==> src/rtl/muldiv_ctrl_pkg.sv <==
// Shared constants for the iterative multiply/divide unit: data width,
// op encodings, FSM state encoding and the operand-magnitude helper.
package muldiv_ctrl_pkg;

  localparam int WIDTH = 32;
  localparam int CNT_W = 6;

  localparam logic [1:0] OP_MULT  = 2'b00;
  localparam logic [1:0] OP_MULTU = 2'b01;
  localparam logic [1:0] OP_DIV   = 2'b10;
  localparam logic [1:0] OP_DIVU  = 2'b11;

  localparam logic [1:0] ST_IDLE = 2'd0;
  localparam logic [1:0] ST_MUL  = 2'd1;
  localparam logic [1:0] ST_DIV  = 2'd2;
  localparam logic [1:0] ST_DONE = 2'd3;

  // Index of the final iteration step (32 steps: 0..31).
  localparam logic [CNT_W-1:0] LAST_STEP = 6'd31;

  function automatic logic [WIDTH-1:0] magnitude(input logic [WIDTH-1:0] v,
                                                 input logic is_signed);
    return (is_signed && v[WIDTH-1]) ? -v : v;
  endfunction

endpackage

==> src/rtl/muldiv_iter.sv <==
// Iterative datapath: 64-bit accumulator doing one shift-add (multiply) or
// one restoring-subtract (divide) step per enabled cycle on unsigned operands.
module muldiv_iter
  import muldiv_ctrl_pkg::*;
(
  input  logic             clk,
  input  logic             reset,
  input  logic             i_load,
  input  logic             i_step,
  input  logic             i_is_div,
  input  logic [WIDTH-1:0] i_opa,
  input  logic [WIDTH-1:0] i_opb,
  output logic [WIDTH-1:0] o_next_hi,
  output logic [WIDTH-1:0] o_next_lo
);

  logic [WIDTH-1:0] r_hi;
  logic [WIDTH-1:0] r_lo;
  logic [WIDTH-1:0] r_b;

  logic [WIDTH:0]   w_sum;
  logic [WIDTH:0]   w_shift;
  logic [WIDTH:0]   w_diff;
  logic             w_fits;

  // Multiply: r_lo holds the multiplier, shifted out LSB-first while the
  // partial product enters r_hi; the carry of the add lands in the top bit.
  assign w_sum = {1'b0, r_hi} + (r_lo[0] ? {1'b0, r_b} : '0);

  // Divide: r_hi is the partial remainder, r_lo shifts dividend bits out of
  // the top and quotient bits in at the bottom.
  assign w_shift = {r_hi, r_lo[WIDTH-1]};
  assign w_diff  = w_shift - {1'b0, r_b};
  assign w_fits  = ~w_diff[WIDTH];

  always_comb begin
    o_next_hi = r_hi;
    o_next_lo = r_lo;
    if (i_is_div) begin
      o_next_hi = w_fits ? w_diff[WIDTH-1:0] : w_shift[WIDTH-1:0];
      o_next_lo = {r_lo[WIDTH-2:0], w_fits};
    end else begin
      o_next_hi = w_sum[WIDTH:1];
      o_next_lo = {w_sum[0], r_lo[WIDTH-1:1]};
    end
  end

  always_ff @(posedge clk or posedge reset) begin
    if (reset) begin
      r_hi <= '0;
      r_lo <= '0;
      r_b  <= '0;
    end else if (i_load) begin
      r_hi <= '0;
      r_lo <= i_opa;
      r_b  <= i_opb;
    end else if (i_step) begin
      r_hi <= o_next_hi;
      r_lo <= o_next_lo;
    end
  end

endmodule

==> src/rtl/muldiv_ctrl.sv <==
// Multi-cycle MULT/MULTU/DIV/DIVU controller: FSM, step counter and sign
// handling around muldiv_iter; results are registered and strobed in DONE.
module muldiv_ctrl #(
  parameter int WIDTH = 32
) (
  input  logic             clk,
  input  logic             reset,
  input  logic             start_valid,
  input  logic [1:0]       op,
  input  logic [WIDTH-1:0] src1,
  input  logic [WIDTH-1:0] src2,
  input  logic             cancel,
  output logic             busy,
  output logic             hilo_wen,
  output logic [WIDTH-1:0] hi_result,
  output logic [WIDTH-1:0] lo_result,
  output logic [1:0]       o_dbg_state
);
  import muldiv_ctrl_pkg::*;

  // Handshake: start_valid is sampled only in IDLE with cancel low; there is
  // no ready signal, busy high means any start_valid is dropped, not queued.

  logic [1:0]       r_state;
  logic [1:0]       w_state_nxt;
  logic [CNT_W-1:0] r_cnt;
  logic [1:0]       r_op;
  logic             r_sign1;
  logic             r_sign2;
  logic             r_div0;
  logic [WIDTH-1:0] r_src1;
  logic [WIDTH-1:0] r_hi;
  logic [WIDTH-1:0] r_lo;

  logic             w_accept;
  logic             w_busy;
  logic             w_step;
  logic             w_last;
  logic             w_is_signed;
  logic [WIDTH-1:0] w_mag1;
  logic [WIDTH-1:0] w_mag2;
  logic [WIDTH-1:0] w_next_hi;
  logic [WIDTH-1:0] w_next_lo;
  logic [2*WIDTH-1:0] w_prod;
  logic [2*WIDTH-1:0] w_prod_fix;
  logic [WIDTH-1:0] w_quo;
  logic [WIDTH-1:0] w_rem;
  logic [WIDTH-1:0] w_res_hi;
  logic [WIDTH-1:0] w_res_lo;

  assign w_accept    = (r_state == ST_IDLE) && start_valid && !cancel;
  assign w_busy      = (r_state == ST_MUL) || (r_state == ST_DIV);
  assign w_step      = w_busy && !cancel;
  assign w_last      = w_step && (r_cnt == LAST_STEP);
  assign w_is_signed = ~op[0];
  assign w_mag1      = magnitude(src1, w_is_signed);
  assign w_mag2      = magnitude(src2, w_is_signed);

  muldiv_iter u_iter (
    .clk       (clk),
    .reset     (reset),
    .i_load    (w_accept),
    .i_step    (w_step),
    .i_is_div  (r_op[1]),
    .i_opa     (w_mag1),
    .i_opb     (w_mag2),
    .o_next_hi (w_next_hi),
    .o_next_lo (w_next_lo)
  );

  always_comb begin
    w_state_nxt = r_state;
    case (r_state)
      ST_IDLE: if (w_accept) w_state_nxt = op[1] ? ST_DIV : ST_MUL;
      ST_MUL, ST_DIV: begin
        if (cancel)      w_state_nxt = ST_IDLE;
        else if (w_last) w_state_nxt = ST_DONE;
      end
      default: w_state_nxt = ST_IDLE;
    endcase
  end

  // Sign fix-up is applied to the last step's combinational output so the
  // registered results are already final during the DONE cycle.
  assign w_prod     = {w_next_hi, w_next_lo};
  assign w_prod_fix = ((r_op == OP_MULT) && (r_sign1 ^ r_sign2)) ? -w_prod : w_prod;
  assign w_quo      = ((r_op == OP_DIV) && (r_sign1 ^ r_sign2)) ? -w_next_lo : w_next_lo;
  assign w_rem      = ((r_op == OP_DIV) && r_sign1) ? -w_next_hi : w_next_hi;

  always_comb begin
    w_res_hi = w_prod_fix[2*WIDTH-1:WIDTH];
    w_res_lo = w_prod_fix[WIDTH-1:0];
    if (r_op[1]) begin
      if (r_div0) begin
        w_res_hi = r_src1;
        w_res_lo = '1;
      end else begin
        w_res_hi = w_rem;
        w_res_lo = w_quo;
      end
    end
  end

  always_ff @(posedge clk or posedge reset) begin
    if (reset) begin
      r_state <= ST_IDLE;
      r_cnt   <= '0;
      r_op    <= OP_MULT;
      r_sign1 <= 1'b0;
      r_sign2 <= 1'b0;
      r_div0  <= 1'b0;
      r_src1  <= '0;
      r_hi    <= '0;
      r_lo    <= '0;
    end else begin
      r_state <= w_state_nxt;
      if (w_accept) begin
        r_cnt   <= '0;
        r_op    <= op;
        r_sign1 <= w_is_signed & src1[WIDTH-1];
        r_sign2 <= w_is_signed & src2[WIDTH-1];
        r_div0  <= (src2 == '0);
        r_src1  <= src1;
      end else if (w_step) begin
        r_cnt <= r_cnt + 6'd1;
      end
      if (w_last) begin
        r_hi <= w_res_hi;
        r_lo <= w_res_lo;
      end
    end
  end

  assign busy        = w_busy;
  assign hilo_wen    = (r_state == ST_DONE) && !cancel;
  assign hi_result   = r_hi;
  assign lo_result   = r_lo;
  assign o_dbg_state = r_state;

endmodule

==> config.mk <==
export PLATFORM = sky130hd
export DESIGN_NAME = muldiv_ctrl
export DESIGN_NICKNAME = d
export VERILOG_FILES = /design/src/rtl/muldiv_ctrl_pkg.sv /design/src/rtl/muldiv_iter.sv /design/src/rtl/muldiv_ctrl.sv
export SDC_FILE = /design/constraint.sdc
export NUM_CORES = 1
export LEC_CHECK = 0
export BUFFER_PORTS_ARGS = -buffer_cell sky130_fd_sc_hd__buf_2
export CAP_MARGIN = 15
export CORE_MARGIN = 1
export CORE_UTILIZATION = 50
export CTS_BUF_LIST = sky130_fd_sc_hd__clkbuf_16
export CTS_CLUSTER_SIZE = 25
export DETAILED_ROUTE_END_ITERATION = 8
export PLACE_DENSITY = 0.72
export SLEW_MARGIN = 0
export SYNTH_ARGS = -nofsm -noshare
export SYNTH_HDL_FRONTEND = slang
export SYNTH_SLANG_ARGS = --single-unit
==> constraint.sdc <==
create_clock -name clk -period 9.1 [get_ports clk]
set_input_delay 0.91 -clock clk [delete_from_list [all_inputs] [get_ports clk]]
set_output_delay 0.91 -clock clk [all_outputs]
set_load 0.01 [all_outputs]
==> results of run 1 <==
==> logic make-up (layout without fill, tap and decap cells) <==
family | count (synthesis) | in the layout
adder cells (fa/ha/maj) | 74 | 74
XOR/XNOR | 210 | 210
AND/OR/NAND/NOR | 848 | 848
AO/OA/AOI/OAI | 716 | 716
multiplexers | 58 | 58
buffers and inverters | 222 | 285
flip-flops | 205 | 205
other | 0 | 1
==> state kept, by name, indices dropped and copies added, names as in the netlist <==
name / count
hi_result: 32
lo_result: 32
o_dbg_state: 2
r_cnt: 6
r_div0: 1
r_op: 2
r_sign1: 1
r_sign2: 1
r_src1: 32
u_iter.r_b: 32
u_iter.r_hi: 32
u_iter.r_lo: 32
==> stage by stage <==
| stage | utilization [%] | std cells | total power [mW] | worst slack [ns] |
|---|---|---|---|---|
| 2_1_floorplan | - | 2333 | 5.59 | 2.59 |
| 3_3_place_gp | 54.0 | 2804 | 7.29 | 2.71 |
| 3_5_place_dp | 54.0 | 2804 | 7.33 | 2.61 |
| 4_1_cts | 56.4 | 2850 | 8.41 | 2.59 |
| 5_1_grt | 56.4 | 2851 | 9.07 | 2.13 |
| 6_report | 56.4 | 2852 | 8.57 | 2.38 |
==> critical path, cell delays in order, from the launching register on <==
cell and delay (ns):
dfrtp_1 0.53, inv_1 0.08, ha_1 0.22, fa_1 0.40, nand2b_1 0.21, a21o_1 0.21
a31oi_2 0.27, a31oi_1 0.27, o31a_1 0.60, xor2_2 0.24, buf_4 0.43, nor2_1 0.13
a21oi_1 0.19, ha_1 0.25, nand2_1 0.11, nor2_1 0.53, nand3_1 0.43, or2_2 0.50
o41ai_1 0.43, xor2_1 0.20, nor3_1 0.06, a221o_1 0.29
==> power breakdown <==
group | switching, mW | internal [mW]
sequential | 0.503 | 1.20
combinational | 3.78 | 2.04
clock | 0.446 | 0.593
total | 4.73 | 3.83
==> cell usage after synthesis, drive strengths merged, types with 36 or more instances <==
cell type | n | share of area [%]
mux2i | 46 | 2.6
nor2 | 182 | 3.8
nand2 | 389 | 8.2
inv | 70 | 1.5
xnor2 | 110 | 5.4
a31oi | 47 | 1.8
a21oi | 167 | 4.7
dfrtp | 205 | 29
nor3 | 63 | 1.8
buf | 41 | 1.2
nand3 | 36 | 1.0
o21ai | 218 | 6.1
ha | 72 | 5.1
and2 | 40 | 1.4
xor2 | 100 | 4.9
o211ai | 44 | 1.9
clkbuf | 111 | 2.3
==> routing by layer <==
metal / part of all wire, % / wire, um / vias to the layer above / global-route usage (%)
met2: 41 / 28600 / 896 / 54.1
met1: 46 / 31500 / 8817 / 55.8
met3: 10 / 7050 / 133 / 9.02
met4: 2.7 / 1900 / 10 / 11.0
met5: 0.10 / 71 / - / 0
li1: - / - / 8410 / -
==> how the worst max path moves through the flow <==
stage / cells after the start / endpoint / slack [ns] / start
after floorplan: 1 / hi_result[0] / 2.59 / reset
after global placement: 21 / hi_result[16] / 2.71 / u_iter.r_lo[31]
after detailed placement: 21 / hi_result[16] / 2.61 / u_iter.r_lo[31]
after CTS: 21 / hi_result[16] / 2.59 / u_iter.r_lo[31]
after global routing: 21 / hi_result[30] / 2.13 / u_iter.r_lo[31]
final: 21 / hi_result[16] / 2.38 / u_iter.r_lo[31]
==> layout by cell type, fill, tap and decap left out, drive strengths merged, types with 72 or more instances in the layout <==
| cell type | count |
|---|---|
| xnor2 | 110 |
| dfrtp | 205 |
| xor2 | 100 |
| inv | 76 |
| nand2 | 389 |
| o21ai | 218 |
| a21oi | 167 |
| buf | 168 |
| nor2 | 182 |
| ha | 72 |
==> final cells by class <==
cell class                      instances  area [um^2]  share of cell area (%)
Tap cell                              455          569                    2.90
Antenna cell                            1         2.50                  0.0128
Timing Repair Buffer                  169          936                    4.77
Sequential cell                       205         5130                    26.2
Clock buffer                           27          676                    3.44
Inverter                               70          270                    1.38
Multi-Input combinational cell       1906        11900                    60.5
Clock inverter                         19          159                   0.810
==> summary.txt, run 1 <==
Power
  – VDD IR max: 0.285 mV
  – Power Density: between 400 and 500 nW/um^2
  – Leak: roughly 8.6 nW

STA
  – Post-Route Skew: about 0.013 ns
  – Final setup violation count: 0
  – Setup TNS: 0 ns
  – Fin crit share: between 70% and 80%
  – Final Hold Viols: 0
  – Worst slew margin: 22.0%
  – Hold slack final: 0.422 ns
  – Final Max Tran Viols: 0
  – Crit path time final: 6.72 ns
  – Max Clk Rate: between 100 and 150 MHz
  – Tightest Pin Transition: 1.17 ns
  – RSZ-0062 raised after global routing: false

Floorplanning
  – IO Pins: between 100 and 150
  – Core box area: 34800 um^2
  – Die Y: around 190 um
  – Die width: around 190 um
  – Cell Rows: roughly 70
  – Die Area: roughly 36000 um^2
  – Initial Util: 51.2%

Clock tree
  – Post-CTS Setup Inserts: 0
  – # H-tree levels: 1
  – Hold_buf cts: 0
  – Cts bufs inserted: 27
  – Post-CTS sizing: 0
  – Clk Latency, worst-skew pair: a little under 0.6 ns
  – Clock buffer depth: 3
  – Clock Pin Slew Worst Setup and Hold Paths: 0.06 ns
  – TritonCTS clock tree: built
  – Clock sink total: just over 200
  – Root Buffer: clkbuf_16

Final layout
  – Nets: about 2500
  – Area growth syn-to-layout: 10.0%
  – Layout cells sized above 1: 11.0%
  – Fin area: about 20000 um^2
  – FILL cells: approximately 3300

Critical path
  – Reg2reg setup slack: between 2 and 2.5 ns
  – CP endpoint kind: flop
  – Crit path max fanout: 37
  – Cells on worst reg2reg path: 21
  – WS Path Type: flop to flop
  – Reg-to-reg critical path endpoint: hi_result[16]
  – CP startpoint kind: flop
  – Req. time, crit path: about 9.6 ns
  – CP arrival: 7.19 ns
  – Worst R2R Start: u_iter.r_lo[31]

Routing
  – DRC: 0
  – Post-route ant nets: 0
  – Avg WL per Cell: between 20 and 25 um
  – Final wirelength: 69.2 mm
  – Via density: about 6.4
  – Vias: between 15000 and 20000
  – 1st-iter DRT viols: roughly 2000
  – DRT Pass-1 Iters: 6

Global route
  – First-pass GRT wire length: between 100 and 150 mm
  – GR Overflow Total: 0
  – Largest net degree at the start of global routing: 127
  – Initial antenna violation count: 9
  – Total track usage: 37.8%
  – Vias in the first global route: ~17000

Synthesis
  – Xor/xnor share of the synthesized area: around 10%
  – Ys Warns: 0
  – Synth Area in Compound Gates: 25.4%
  – Mux share of post-synthesis cell area: ~3.4%
  – EDFF count, synth: 0
  – Prevailing post-synth register cell: dfrtp_1
  – Unique cell type count in the Yosys netlist: ~90
  – Synth Area in Adders: 5.28%
  – Sequential share of the synthesized area: 28.8%
  – Synthesis-stage register bit count: between 200 and 250
  – Synth Instances: approximately 2300
  – Post-Syn Area: between 15000 and 20000 um^2
  – Combinational family with the most area after synthesis: compound AO/OA/AOI/OAI gates
  – Simple-gate area share of the yosys netlist: about 22%
  – Post-Syn Nets: about 2500
  – FFs w/ async S/R, synth: 100%
  – Mapped Avg Cell Area: about 7.6 um^2

Place
  – Port Buffer Count: roughly 140
  – GP Congestion: ~1.0
  – DP Area: about 19000 um^2
  – DP HPWL: approximately 53 mm

Worst hold path
  – Hold Path Class: input port to asynchronous set/reset pin

Flow run
  – Max Cap Viol: 0

Run status
  – Status: completed
Power figures use the tool's default switching activity.
==> run 2, diff against run 1 <==
==> constraint.sdc (replaced) <==
create_clock -name clk -period 6.4 [get_ports clk]
set_input_delay 0.64 -clock clk [delete_from_list [all_inputs] [get_ports clk]]
set_output_delay 0.64 -clock clk [all_outputs]
set_load 0.01 [all_outputs]
==> summary.txt, run 2 (synthesis gave the netlist of run 1 again) <==
Routing
  – DRT Pass-1 Iters: 5
  – DRC: 0
  – Via density: 6.45
  – Avg WL per Cell: roughly 25 um
  – Post-route ant nets: 0
  – Final wirelength: ~71 mm
  – 1st-iter DRT viols: between 2000 and 2500
  – Vias: 18600

Global route
  – Largest net degree at the start of global routing: 114
  – Initial antenna violation count: 5
  – Total track usage: 39.1%
  – GR Overflow Total: 0
  – First-pass GRT wire length: between 100 and 150 mm
  – Vias in the first global route: around 17000

Critical path
  – Worst R2R Start: u_iter.r_b[0]
  – Cells on worst reg2reg path: 18
  – Reg-to-reg critical path endpoint: hi_result[24]
  – CP startpoint kind: flop
  – Worst Setup SP: u_iter.r_b[0]
  – Req. time, crit path: between 6 and 7 ns
  – WP buf/inv: 0
  – CP cell instances: ha_1 > fa_1 > nand2b_1 > a21o_1 > a31oi_2 > a31oi_1 > o31a_2 > xor2_4 > o21ai_0 > mux2i_1 > ha_1 > or4b_1 > a211oi_2 > nand3_2 > or3_1 > o31a_1 > mux2i_1 > a221o_1
  – Worst path max stage delay: roughly 0.57 ns
  – WS Path Type: flop to flop
  – Slowest CP cell: o31a_2
  – CP arrival: about 6.5 ns
  – Worst path top cell family by delay: compound AO/OA/AOI/OAI gates
  – Reg2reg setup slack: around 0.34 ns
  – CP endpoint kind: flop
  – Crit path max fanout: 12

Flow run
  – Max Cap Viol: 0

Run status
  – Status: completed

Clock tree
  – Cts bufs inserted: 26
  – Clock Pin Slew Worst Setup and Hold Paths: about 0.06 ns
  – Hold_buf cts: 0
  – Root Buffer: clkbuf_16
  – Clock sink total: between 200 and 250
  – TritonCTS clock tree: built
  – Clock buffer depth: 3
  – Clk Latency, worst-skew pair: ~0.57 ns
  – # H-tree levels: 1

STA
  – Tightest Pin Transition: 1.14 ns
  – Crit path time final: 6.06 ns
  – Max Clk Rate: ~170 MHz
  – RSZ-0062 raised after global routing: false
  – Final Max Tran Viols: 0
  – Fin worst setup slack: about 0.34 ns
  – Post-Route Skew: ~0.017 ns
  – Worst slew margin: 24.2%
  – Fin crit share: 94.7%
  – Setup TNS: 0 ns
  – Final setup violation count: 0
  – Final Hold Viols: 0

Final layout
  – Most frequent cells in the layout: nand2_1 (389), o21ai_0 (210), dfrtp_1 (204)
  – Most common cell after layout, fill and taps aside: nand2_1
  – Layout cells sized above 1: 12.3%
  – Area growth syn-to-layout: 11.5%
  – Nets: ~2600

Power
  – Power Density: 630 nW/um^2
  – Leak: 8.82 nW
  – VDD IR max: between 0.4 and 0.5 mV

Place
  – DP HPWL: 53.9 mm
  – Post-place setup slack: 0.381 ns
  – GP Congestion: slightly above 1
  – Port Buffer Count: approximately 140

Floorplanning
  – Die width: roughly 190 um
  – Cell Rows: just under 70
  – Initial Util: about half
  – Die Y: 191 um
  – Die Area: 36400 um^2
  – Core box area: 34800 um^2
  – IO Pins: 138

Worst hold path
  – Hold Path Class: input port to asynchronous set/reset pin
run 2: worst max path at each step:
stage,end,slack [ns],depth (start not counted)
final,hi_result[24],0.34,18
after global routing,hi_result[24],0.03,19
after CTS,hi_result[24],0.33,18
after detailed placement,hi_result[24],0.38,18
after global placement,hi_result[24],0.57,18
after floorplan,hi_result[0],0.16,1
run 2: layout make-up:
cell class	count	area, um^2
well taps	455	569
clock inverters	22	194
repair buffers	203	1180
fillers	3252	14900
clock buffers	26	651
multi-input cells	1906	11900
flip-flops and latches	205	5130
diodes	1	2.50
inverters	70	270
run 2: timing repair:
item / CTS / global route
gates resized for setup: 0 / 2
endpoints found under the hold margin: 0 / 0
buffers inserted: 0 / 0
setup endpoints to repair: 0 / 3
run 2: power by group:
group          internal, mW  switching [mW]
Sequential             1.70           0.644
Combinational          3.07            5.60
Clock                 0.860           0.646
run 2: worst reg2reg max path, stage by stage (launching register included):
cell and delay (ns):
dfrtp_1 0.41, ha_1 0.24, fa_1 0.42, nand2b_1 0.21
a21o_1 0.21, a31oi_2 0.27, a31oi_1 0.30, o31a_2 0.57
xor2_4 0.33, o21ai_0 0.15, mux2i_1 0.32, ha_1 0.26
or4b_1 0.54, a211oi_2 0.26, nand3_2 0.29, or3_1 0.47
o31a_1 0.31, mux2i_1 0.12, a221o_1 0.26
run 2: stage by stage:
step	hold WS, ns	instance area [um^2]	util (%)	power, mW	instances
after floorplan	0.440	17800	-	7.95	2333
after global placement	0.456	19000	54.7	10.6	2839
after detailed placement	0.464	19000	54.7	10.7	2839
after CTS	0.217	19900	57.1	12.2	2887
after global routing	0.250	19900	57.1	13.3	2887
final	0.184	19900	57.1	12.5	2888
run 2: routing by layer:
layer  GRT usage [%]  wire length [um]  part of all wire [%]
met3            11.2              8750                    12
met5               0               137                  0.19
met1            56.8             30700                    43
met2            55.1             29000                    41
met4            11.8              2390                   3.4
